$ cat config.mk
export PLATFORM = sky130hd
export DESIGN_NAME = fetch_if_id
export DESIGN_NICKNAME = d
export VERILOG_FILES = /design/src/rtl/pipe_pkg.sv /design/src/rtl/if_id_reg.sv /design/src/rtl/fetch_if_id.sv
export SDC_FILE = /design/constraint.sdc
export NUM_CORES = 1
export LEC_CHECK = 0
export BUFFER_PORTS_ARGS = -buffer_cell sky130_fd_sc_hd__buf_2
export CAP_MARGIN = 20
export CORE_ASPECT_RATIO = 1.4
export CORE_MARGIN = 3
export CORE_UTILIZATION = 55
export DETAILED_ROUTE_END_ITERATION = 10
export GPL_ROUTABILITY_DRIVEN = 0
export PLACE_DENSITY = 0.91
export REMOVE_ABC_BUFFERS = 1
export SLEW_MARGIN = 30
export SYNTH_ARGS = -nofsm -noshare
export SYNTH_HDL_FRONTEND = slang
export SYNTH_HIERARCHICAL = 1
export SYNTH_SLANG_ARGS = --single-unit
$ cat constraint.sdc
create_clock -name clk -period 2.92 [get_ports clk]
set_clock_uncertainty 0.1 [all_clocks]
set_input_delay 0 -clock clk [delete_from_list [all_inputs] [get_ports clk]]
set_output_delay 0 -clock clk [all_outputs]
set_load 0.01 [all_outputs]
$ cat src/rtl/pipe_pkg.sv
// Shared pipeline constants and the fetch-stage state encoding.
package pipe_pkg;

    // Bubble word and reset PC as seen by the decode stage.
    localparam logic [15:0] NOP_INSTR = 16'h0800;
    localparam logic [15:0] RESET_PC  = 16'h0000;

    // Opcode field (instr[15:11]) values the fetch side cares about.
    localparam logic [4:0] OP_HALT = 5'b00000;
    localparam logic [4:0] OP_NOP  = 5'b00001;

    // FETCH: request outstanding; BUF: word parked behind a stall;
    // DROP: discarding a response made stale by a redirect; HALTED: idle until reset.
    typedef enum logic [1:0] {
        FETCH  = 2'd0,
        BUF    = 2'd1,
        DROP   = 2'd2,
        HALTED = 2'd3
    } fetch_state_e;

endpackage

$ cat src/rtl/if_id_reg.sv
// Generic pipeline latch: flush (insert bubble) beats load, otherwise hold.
module if_id_reg #(
    parameter int                 PC_W      = 16,
    parameter int                 INSTR_W   = 16,
    parameter logic [INSTR_W-1:0] NOP_INSTR = INSTR_W'(pipe_pkg::NOP_INSTR)
) (
    input  logic               clk,
    input  logic               rst_n,
    input  logic               load,
    input  logic               flush,
    input  logic [INSTR_W-1:0] instr_in,
    input  logic [PC_W-1:0]    pc2_in,
    output logic [INSTR_W-1:0] instr_out,
    output logic [PC_W-1:0]    pc2_out,
    output logic               valid_out
);

    logic [INSTR_W-1:0] instr_d, instr_q;
    logic [PC_W-1:0]    pc2_d,   pc2_q;
    logic               valid_d, valid_q;

    // Select next latch contents: bubble, new entry, or hold.
    always_comb begin
        instr_d = instr_q;
        pc2_d   = pc2_q;
        valid_d = valid_q;
        if (flush) begin
            instr_d = NOP_INSTR;
            pc2_d   = '0;
            valid_d = 1'b0;
        end else if (load) begin
            instr_d = instr_in;
            pc2_d   = pc2_in;
            valid_d = 1'b1;
        end
    end

    // Latch update; reset presents a bubble to decode.
    always_ff @(posedge clk) begin
        if (!rst_n) begin
            instr_q <= NOP_INSTR;
            pc2_q   <= '0;
            valid_q <= 1'b0;
        end else begin
            instr_q <= instr_d;
            pc2_q   <= pc2_d;
            valid_q <= valid_d;
        end
    end

    assign instr_out = instr_q;
    assign pc2_out   = pc2_q;
    assign valid_out = valid_q;

endmodule

$ cat src/rtl/fetch_if_id.sv
// Instruction fetch: PC, multicycle imem handshake, one-entry skid buffer,
// redirect/halt handling, feeding the IF/ID latch.
module fetch_if_id #(
    parameter int                 PC_W      = 16,
    parameter int                 INSTR_W   = 16,
    parameter logic [PC_W-1:0]    RESET_PC  = PC_W'(pipe_pkg::RESET_PC),
    parameter logic [INSTR_W-1:0] NOP_INSTR = INSTR_W'(pipe_pkg::NOP_INSTR)
) (
    input  logic               clk,
    input  logic               rst_n,
    output logic               imem_req,
    output logic [PC_W-1:0]    imem_addr,
    input  logic [INSTR_W-1:0] imem_rdata,
    input  logic               imem_done,
    input  logic               stall_id,
    input  logic               redirect,
    input  logic [PC_W-1:0]    redirect_pc,
    input  logic               halt_id,
    output logic [INSTR_W-1:0] if_id_instr,
    output logic [PC_W-1:0]    if_id_pc2,
    output logic               if_id_valid,
    output logic               fetch_busy
);

    import pipe_pkg::*;

    fetch_state_e       state_d, state_q;
    logic [PC_W-1:0]    pc_d, pc_q;
    logic [INSTR_W-1:0] buf_instr_d, buf_instr_q;
    logic [PC_W-1:0]    buf_pc2_d, buf_pc2_q;

    logic               ifid_load;
    logic               ifid_flush;
    logic [INSTR_W-1:0] ifid_instr_in;
    logic [PC_W-1:0]    ifid_pc2_in;
    logic [PC_W-1:0]    pc_inc;

    // Sequential PC advance; wraps modulo 2^PC_W.
    function automatic logic [PC_W-1:0] pc_plus2(input logic [PC_W-1:0] pc);
        return pc + PC_W'(2);
    endfunction

    assign pc_inc = pc_plus2(pc_q);

    // Next-state, PC, skid buffer and IF/ID control; redirect beats halt beats normal flow.
    always_comb begin
        state_d       = state_q;
        pc_d          = pc_q;
        buf_instr_d   = buf_instr_q;
        buf_pc2_d     = buf_pc2_q;
        ifid_load     = 1'b0;
        ifid_flush    = 1'b0;
        ifid_instr_in = imem_rdata;
        ifid_pc2_in   = pc_inc;

        unique case (state_q)
            FETCH: begin
                if (redirect) begin
                    pc_d       = redirect_pc;
                    ifid_flush = 1'b1;
                    // A response still in flight must be swallowed before refetching.
                    state_d    = imem_done ? FETCH : DROP;
                end else if (halt_id) begin
                    ifid_flush = 1'b1;
                    state_d    = HALTED;
                end else if (imem_done) begin
                    pc_d = pc_inc;
                    if (stall_id) begin
                        buf_instr_d = imem_rdata;
                        buf_pc2_d   = pc_inc;
                        state_d     = BUF;
                    end else begin
                        ifid_load = 1'b1;
                    end
                end else if (!stall_id) begin
                    ifid_flush = 1'b1;
                end
            end

            BUF: begin
                if (redirect) begin
                    pc_d       = redirect_pc;
                    ifid_flush = 1'b1;
                    state_d    = FETCH;
                end else if (halt_id) begin
                    ifid_flush = 1'b1;
                    state_d    = HALTED;
                end else if (!stall_id) begin
                    ifid_load     = 1'b1;
                    ifid_instr_in = buf_instr_q;
                    ifid_pc2_in   = buf_pc2_q;
                    state_d       = FETCH;
                end
            end

            DROP: begin
                if (redirect) begin
                    // Later redirect only retargets; the stale access is still pending.
                    pc_d       = redirect_pc;
                    ifid_flush = 1'b1;
                    state_d    = imem_done ? FETCH : DROP;
                end else if (halt_id) begin
                    ifid_flush = 1'b1;
                    state_d    = HALTED;
                end else begin
                    if (!stall_id) begin
                        ifid_flush = 1'b1;
                    end
                    if (imem_done) begin
                        state_d = FETCH;
                    end
                end
            end

            HALTED: begin
                state_d = HALTED;
            end

            default: begin
                state_d = FETCH;
            end
        endcase
    end

    // Control state: FSM and PC, reset to a fresh fetch at RESET_PC.
    always_ff @(posedge clk) begin
        if (!rst_n) begin
            state_q <= FETCH;
            pc_q    <= RESET_PC;
        end else begin
            state_q <= state_d;
            pc_q    <= pc_d;
        end
    end

    // Skid buffer payload; only meaningful while in BUF, so no reset.
    always_ff @(posedge clk) begin
        buf_instr_q <= buf_instr_d;
        buf_pc2_q   <= buf_pc2_d;
    end

    if_id_reg #(
        .PC_W      (PC_W),
        .INSTR_W   (INSTR_W),
        .NOP_INSTR (NOP_INSTR)
    ) u_if_id_reg (
        .clk       (clk),
        .rst_n     (rst_n),
        .load      (ifid_load),
        .flush     (ifid_flush),
        .instr_in  (ifid_instr_in),
        .pc2_in    (ifid_pc2_in),
        .instr_out (if_id_instr),
        .pc2_out   (if_id_pc2),
        .valid_out (if_id_valid)
    );

    assign imem_req   = (state_q == FETCH);
    assign imem_addr  = pc_q;
    assign fetch_busy = (state_q != FETCH);

endmodule

==> metrics.cfg, run 1 <==
[die]
die_y_um = 111.1
io_pins = 89
core_area_mm2 = 0.007500
start_util = 0.5786
die-area_mm2 = 0.009006
rows = 37
fp.dieW_um = 81.07

[timing]
finalCritPeriodShare = 0.9398
whs_ns = 0.02985
finalSetupViolations = 0
max_freq_mhz = 364.4
relSlewSlack = 0.4426
tightestPinTransition_ns = 0.8360
setup_tns_ns = 0
timing.final.crit_period_ns = 2.744
hold_violations = 0
grt_setup_unrepaired = false
finalMaxSlewViolations = 0
finalWorstSetupSlack_ns = 0.1759

[power]
pwr-share-seq = 0.462
vdd_drop_max_v = 0.0002851
combPwrFrac = 0.213
clock_power_share = 0.325
power.share.switching = 0.2877
internal_power_mw = 2.065
p_leak_nw = 2.201
netSwitchingPower_mw = 0.8343
power.total_mw = 2.900
powerDensity_mw_per_mm2 = 536.1

[layout]
antenna_cells = 0
area_growth_pct = 24.65
nNetsFinal = 631
design_area_mm2 = 0.005409
drive_above_1_share = 0.2504
nFillCells = 539

[routing]
viasPerCell = 5.722
ant_nets = 0
first_iter_violations = 294
routedWlPerCell_um = 16.52
routed_wl_um = 11370
num_vias = 3937
drcViolationCount = 0
first_pass_iters = 5

[logic_synthesis]
synth-edff-count = 32
synthCells = 472
async_reset_ff_frac = 0
synth.ff_latch_count = 83
netlist_area_mm2 = 0.004339
synth_area_per_cell_um2 = 9.193
yosys-top-cells-count = 72 x nor2_1, 71 x nand2_1, 51 x dfxtp_1
ys_seq_area_frac = 0.4567
synth_flop_cell = dfxtp_1
synthDistinctLibCells = 54
ys_warn_count = 6
synth.most_common_cell = nor2_1
yosysTopAreaCellShare = 0.2353
synth_area_leader_cell = dfxtp_1
yosys-top-cells-area = dfxtp_1 24%, edfxtp_1 22%, mux2i_1 7.8%

[clocking]
htree_levels = 3
root_buffer = clkbuf_8
cts_buffers = 9
clkLatencyLatePin_ns = 0.36
cts_max_path_buffers = 2
cts_sinks = 83
clk_pin_slew_worst_paths_ns = 0.09
cts_tree = done

[place]
numPortBuffers = 88
place_area_mm2 = 0.004777
place_ws_ns = 0.4494
hpwl_um = 7398

[global_route]
grt_usage = 0.2584
grt_max_degree = 33
grt_pass1_wl_um = 18330
gr-total-overflow = 0
grt_pass1_vias = 3860
antenna_found_initial = 0

[worst_hold_path]
hp-class = input pin to register

[setup_path]
cp-start-kind = register
crit_required_ns = 3.12
worstPathMaxFanout = 10
critPathKind = register to register
cp.arrival_ns = 2.95
cp-end-kind = register

[status]
status = complete, no violations

[run]
maxCapViolCount = 0

==> cell families (layout without fill, tap and decap cells) <==
group / count (synthesis) / count (layout) / share of synthesized area
AND/OR/NAND/NOR: 194 / 194 / 0.1987
flip-flops: 83 / 83 / 0.4567
AO/OA/AOI/OAI: 77 / 77 / 0.1073
multiplexers: 54 / 54 / 0.1303
buffers and inverters: 44 / 163 / 0.06055
XOR/XNOR: 13 / 13 / 0.02624
adder cells (fa/ha/maj): 7 / 7 / 0.02018
==> metrics by stage <==
step / instances / util
after detailed placement: 631 / 0.6370
final: 688 / 0.7212
after floorplan: 437 / -
after global placement: 631 / 0.6370
after CTS: 683 / 0.7154
after global routing: 688 / 0.7212
==> timing repair <==
| action | in CTS | in global routing |
|---|---|---|
| hold endpoints to repair | 50 | 0 |
| setup buffers | 0 | 5 |
| resized for setup | 0 | 1 |
| hold buffers | 36 | 0 |
| endpoints found under the setup margin | 0 | 2 |
==> final timing paths <==
check                              from  slack [ns]               endpoint  cells past startpoint
setup / recovery             state_q[0]        0.18           imem_addr[9]                      7
hold / removal                imem_done        0.03          imem_addr[15]                      4
setup reg to reg             state_q[0]        0.18           imem_addr[9]                      7
hold reg to reg   u_if_id_reg/valid_out        0.38  u_if_id_reg/valid_out                      2
==> power groups by stage <==
stage / clock network (mW) / registers, mW / logic (mW)
global route: 0.999 / 1.35 / 0.667
CTS: 0.952 / 1.34 / 0.578
global placement: 0 / 1.36 / 0.509
finish: 0.941 / 1.34 / 0.618
floorplan: 0 / 1.36 / 0.329
detailed placement: 0 / 1.36 / 0.533
==> worst max-delay path, stage by stage, from the launching register on <==
cell	delay [ns]
dfxtp_1	0.42
inv_1	0.11
ha_1	0.42
nor3b_1	0.35
o22a_2	0.30
nand2_1	0.17
o22ai_1	0.22
dlygate4sd3_1	0.59
==> flip-flops by register name (all words and copies together) (netlist names) <==
register / cells
u_if_id_reg/instr_out: 16
buf_instr_q: 16
u_if_id_reg/pc2_out: 16
imem_addr: 16
buf_pc2_q: 16
state_q: 2
u_if_id_reg/valid_out: 1
==> routing by layer <==
metal	up-vias	part of all wire	wire, um	track usage
met5	-	0	0	0
met4	0	0.034	383	0.1308
met3	33	0.067	767	0.04390
met2	199	0.51	5778	0.4312
met1	1837	0.39	4440	0.3125
li1	1868	-	-	-
==> cells in the final DEF, fill, tap and decap left out, drive strengths merged, types with 7 or more instances in the layout <==
| cell | count |
|---|---|
| edfxtp | 32 |
| xor2 | 8 |
| ha | 7 |
| mux2 | 20 |
| dlygate4sd3 | 36 |
| mux2i | 34 |
| clkbuf | 12 |
| nor2 | 72 |
| buf | 102 |
| nand2 | 71 |
| nand4 | 8 |
| a21oi | 40 |
| dfxtp | 51 |
| nand3 | 16 |
| o21ai | 11 |
| inv | 9 |
==> cell type report <==
class | instances | area (um^2) | share of cell area
flip-flops and latches | 83 | 1982 | 0.3664
clock buffers | 12 | 155.1 | 0.02868
well taps | 97 | 121.4 | 0.02244
inverters | 9 | 33.78 | 0.006246
repair buffers | 138 | 930.9 | 0.1721
multi-input cells | 345 | 2113 | 0.3907
clock inverters | 4 | 72.57 | 0.01342
Power figures use the tool's default switching activity.
==> run 2, diff against run 1 <==
--- a/config.mk
+++ b/config.mk
@@ -9,10 +9,11 @@
 export CAP_MARGIN = 20
 export CORE_ASPECT_RATIO = 1.4
 export CORE_MARGIN = 3
-export CORE_UTILIZATION = 55
+export CORE_UTILIZATION = 46
 export DETAILED_ROUTE_END_ITERATION = 10
 export GPL_ROUTABILITY_DRIVEN = 0
-export PLACE_DENSITY = 0.91
+export HOLD_SLACK_MARGIN = 0.1
+export PLACE_DENSITY = 0.8
 export REMOVE_ABC_BUFFERS = 1
 export SLEW_MARGIN = 30
 export SYNTH_ARGS = -nofsm -noshare
==> metrics.cfg, run 2 (synthesis results as in run 1) <==
[timing]
finalMaxSlewViolations = 0  ; unchanged
whs_ns = 0.1815  ; +0.1517 ns
relSlewSlack = 0.4577  ; +0.01505
setup_tns_ns = 0  ; unchanged
finalCritPeriodShare = 0.9219  ; -0.01784
tightestPinTransition_ns = 0.8135  ; -0.02257 ns
finalSetupViolations = 0  ; unchanged
timing.final.crit_period_ns = 2.692  ; -0.05208 ns
max_freq_mhz = 371.5  ; +1.9%
finalWorstSetupSlack_ns = 0.2280  ; +0.05208 ns
hold_violations = 0  ; unchanged

[clocking]
cts_buffers = 9  ; unchanged
cts_sinks = 83  ; unchanged
cts_tree = done
root_buffer = clkbuf_16
clk_pin_slew_worst_paths_ns = 0.05  ; -0.04 ns
cts_max_path_buffers = 2  ; unchanged
htree_levels = 3  ; unchanged
clkLatencyLatePin_ns = 0.34  ; -0.02 ns

[power]
power.share.switching = 0.2807  ; -0.006995
pwr-share-seq = 0.447  ; -0.015
vdd_drop_max_v = 0.0002873  ; +0.77%
p_leak_nw = 2.238  ; +1.7%
powerDensity_mw_per_mm2 = 545.4  ; +1.7%
clock_power_share = 0.351  ; +0.026
internal_power_mw = 2.160  ; +4.6%
combPwrFrac = 0.202  ; -0.011
netSwitchingPower_mw = 0.8429  ; +1.0%

[die]
io_pins = 89  ; unchanged
rows = 41  ; +11%
die_y_um = 120.9  ; +8.8%
start_util = 0.4779  ; -0.1007
fp.dieW_um = 88.09  ; +8.7%
die-area_mm2 = 0.01065  ; +18%
core_area_mm2 = 0.009080  ; +21%

[global_route]
grt_pass1_wl_um = 16870  ; -8.0%
grt_pass1_vias = 3591  ; -7.0%
grt_usage = 0.2015  ; -0.05688
grt_max_degree = 33  ; unchanged
gr-total-overflow = 0  ; unchanged
antenna_found_initial = 0  ; unchanged

[layout]
final_common_cell = buf_2
area_growth_pct = 26.87
final_cells = 702  ; +2.0%
multi_input_area_mm2 = 0.002121  ; +0.35%
drive_above_1_share = 0.2471  ; -0.003364
seq_area_mm2 = 0.001982  ; unchanged
nNetsFinal = 635  ; +0.63%
nFillCells = 743  ; +38%
final_cell_mix = 88 x buf_2, 71 x nor2_1, 71 x nand2_1
antenna_cells = 0  ; unchanged

[worst_hold_path]
holdPathStages = 2  ; -2
min_from = stall_id
hp-class = input pin to register
hold_path_end = buf_pc2_q[8]

[setup_path]
worstPathMaxFanout = 13  ; +3
cp-start-kind = register
r2r_start = state_q[0]
rrSetupSlack_ns = 0.23  ; +0.05 ns
cp.arrival_ns = 2.82  ; -0.13 ns
cp-end-kind = register
critPathKind = register to register
reg2reg_depth = 7  ; unchanged
reg2reg_to = imem_addr[15]
crit_required_ns = 3.04  ; -0.08 ns

[routing]
viasPerCell = 5.450  ; -4.8%
first_iter_violations = 180  ; -39%
first_pass_iters = 5  ; unchanged
routed_wl_um = 10620  ; -6.6%
num_vias = 3826  ; -2.8%
ant_nets = 0  ; unchanged
routedWlPerCell_um = 15.13  ; -8.4%
drcViolationCount = 0  ; unchanged

[run]
maxCapViolCount = 0  ; unchanged

[status]
status = complete, no violations

[place]
dp_cells = 640  ; +1.4%
hpwl_um = 7146  ; -3.4%
place_ws_ns = 0.4803  ; +0.03083 ns
numPortBuffers = 88  ; unchanged

-- run 2: changes by cell type in the layout (fill, tap and decap cells not counted) --
cell           before  now
buf_12              2    1
clkbuf_1            1    2
and3_2              0    1
nor4_2              0    1
dlygate4sd3_1      36   41
clkbuf_16           0    9
clkbuf_8           11    2
clkinv_1            0    1
nor4_1              3    2
clkinvlp_4          1    0
clkinv_2            1    2
and3_1              1    0
bufinv_16           2    0
-- run 2: worst max path at each step --
stage | to | start | slack (ns) | depth (start not counted)
2_1_floorplan | u_if_id_reg/instr_out[0] | state_q[1] | -1.56 | 7
5_1_grt | imem_addr[15] | state_q[0] | -0.004 | 7
6_report | imem_addr[15] | state_q[0] | 0.23 | 7
3_3_place_gp | imem_addr[12] | state_q[0] | 0.59 | 6
4_1_cts | imem_addr[15] | imem_addr[1] | 0.11 | 6
3_5_place_dp | imem_addr[12] | state_q[0] | 0.48 | 6
-- run 2: per-stage QoR --
stage               total power, mW    util  area [um^2]
floorplan                     1.693       -         4110
global placement              1.867  0.5254         4771
detailed placement            1.890  0.5254         4771
CTS                           2.991  0.6008         5455
global route                  3.139  0.6063         5505
finish                        3.003  0.6063         5505
-- run 2: repair_timing --
action                                 in CTS  in global routing
endpoints found under the hold margin      50                  0
setup buffers                               0                  5
hold buffers                               41                  0
resized for setup                           0                  2
setup endpoints to repair                   0                  2
-- run 2: power by group through the flow --
stage / Sequential, mW / Clock (mW) / Combinational, mW
6_report: 1.34 / 1.05 / 0.606
3_5_place_dp: 1.36 / 0 / 0.526
2_1_floorplan: 1.36 / 0 / 0.329
4_1_cts: 1.34 / 1.08 / 0.574
5_1_grt: 1.35 / 1.13 / 0.665
3_3_place_gp: 1.36 / 0 / 0.508
-- run 2: final cells by class --
class,instances,share of cell area
clock inverters,3,0.002500
multi-input cells,345,0.3852
repair buffers,142,0.1745
well taps,107,0.02432
inverters,9,0.006136
clock buffers,13,0.04727
flip-flops and latches,83,0.3600
-- run 2: metal layers --
metal / vias to the layer above / part of all wire / track usage
met5: - / 0 / 0
met4: 0 / 0.016 / 0.09735
met3: 13 / 0.058 / 0.03193
met2: 152 / 0.51 / 0.3349
met1: 1778 / 0.41 / 0.2511
li1: 1883 / - / -
-- run 2: worst max-delay path, cell delays in order (launching register included) --
cell	delay, ns
dfxtp_1	0.41
inv_1	0.12
ha_1	0.44
nor3b_1	0.36
o22ai_2	0.28
a21oi_1	0.22
a21oi_1	0.08
dlygate4sd3_1	0.57
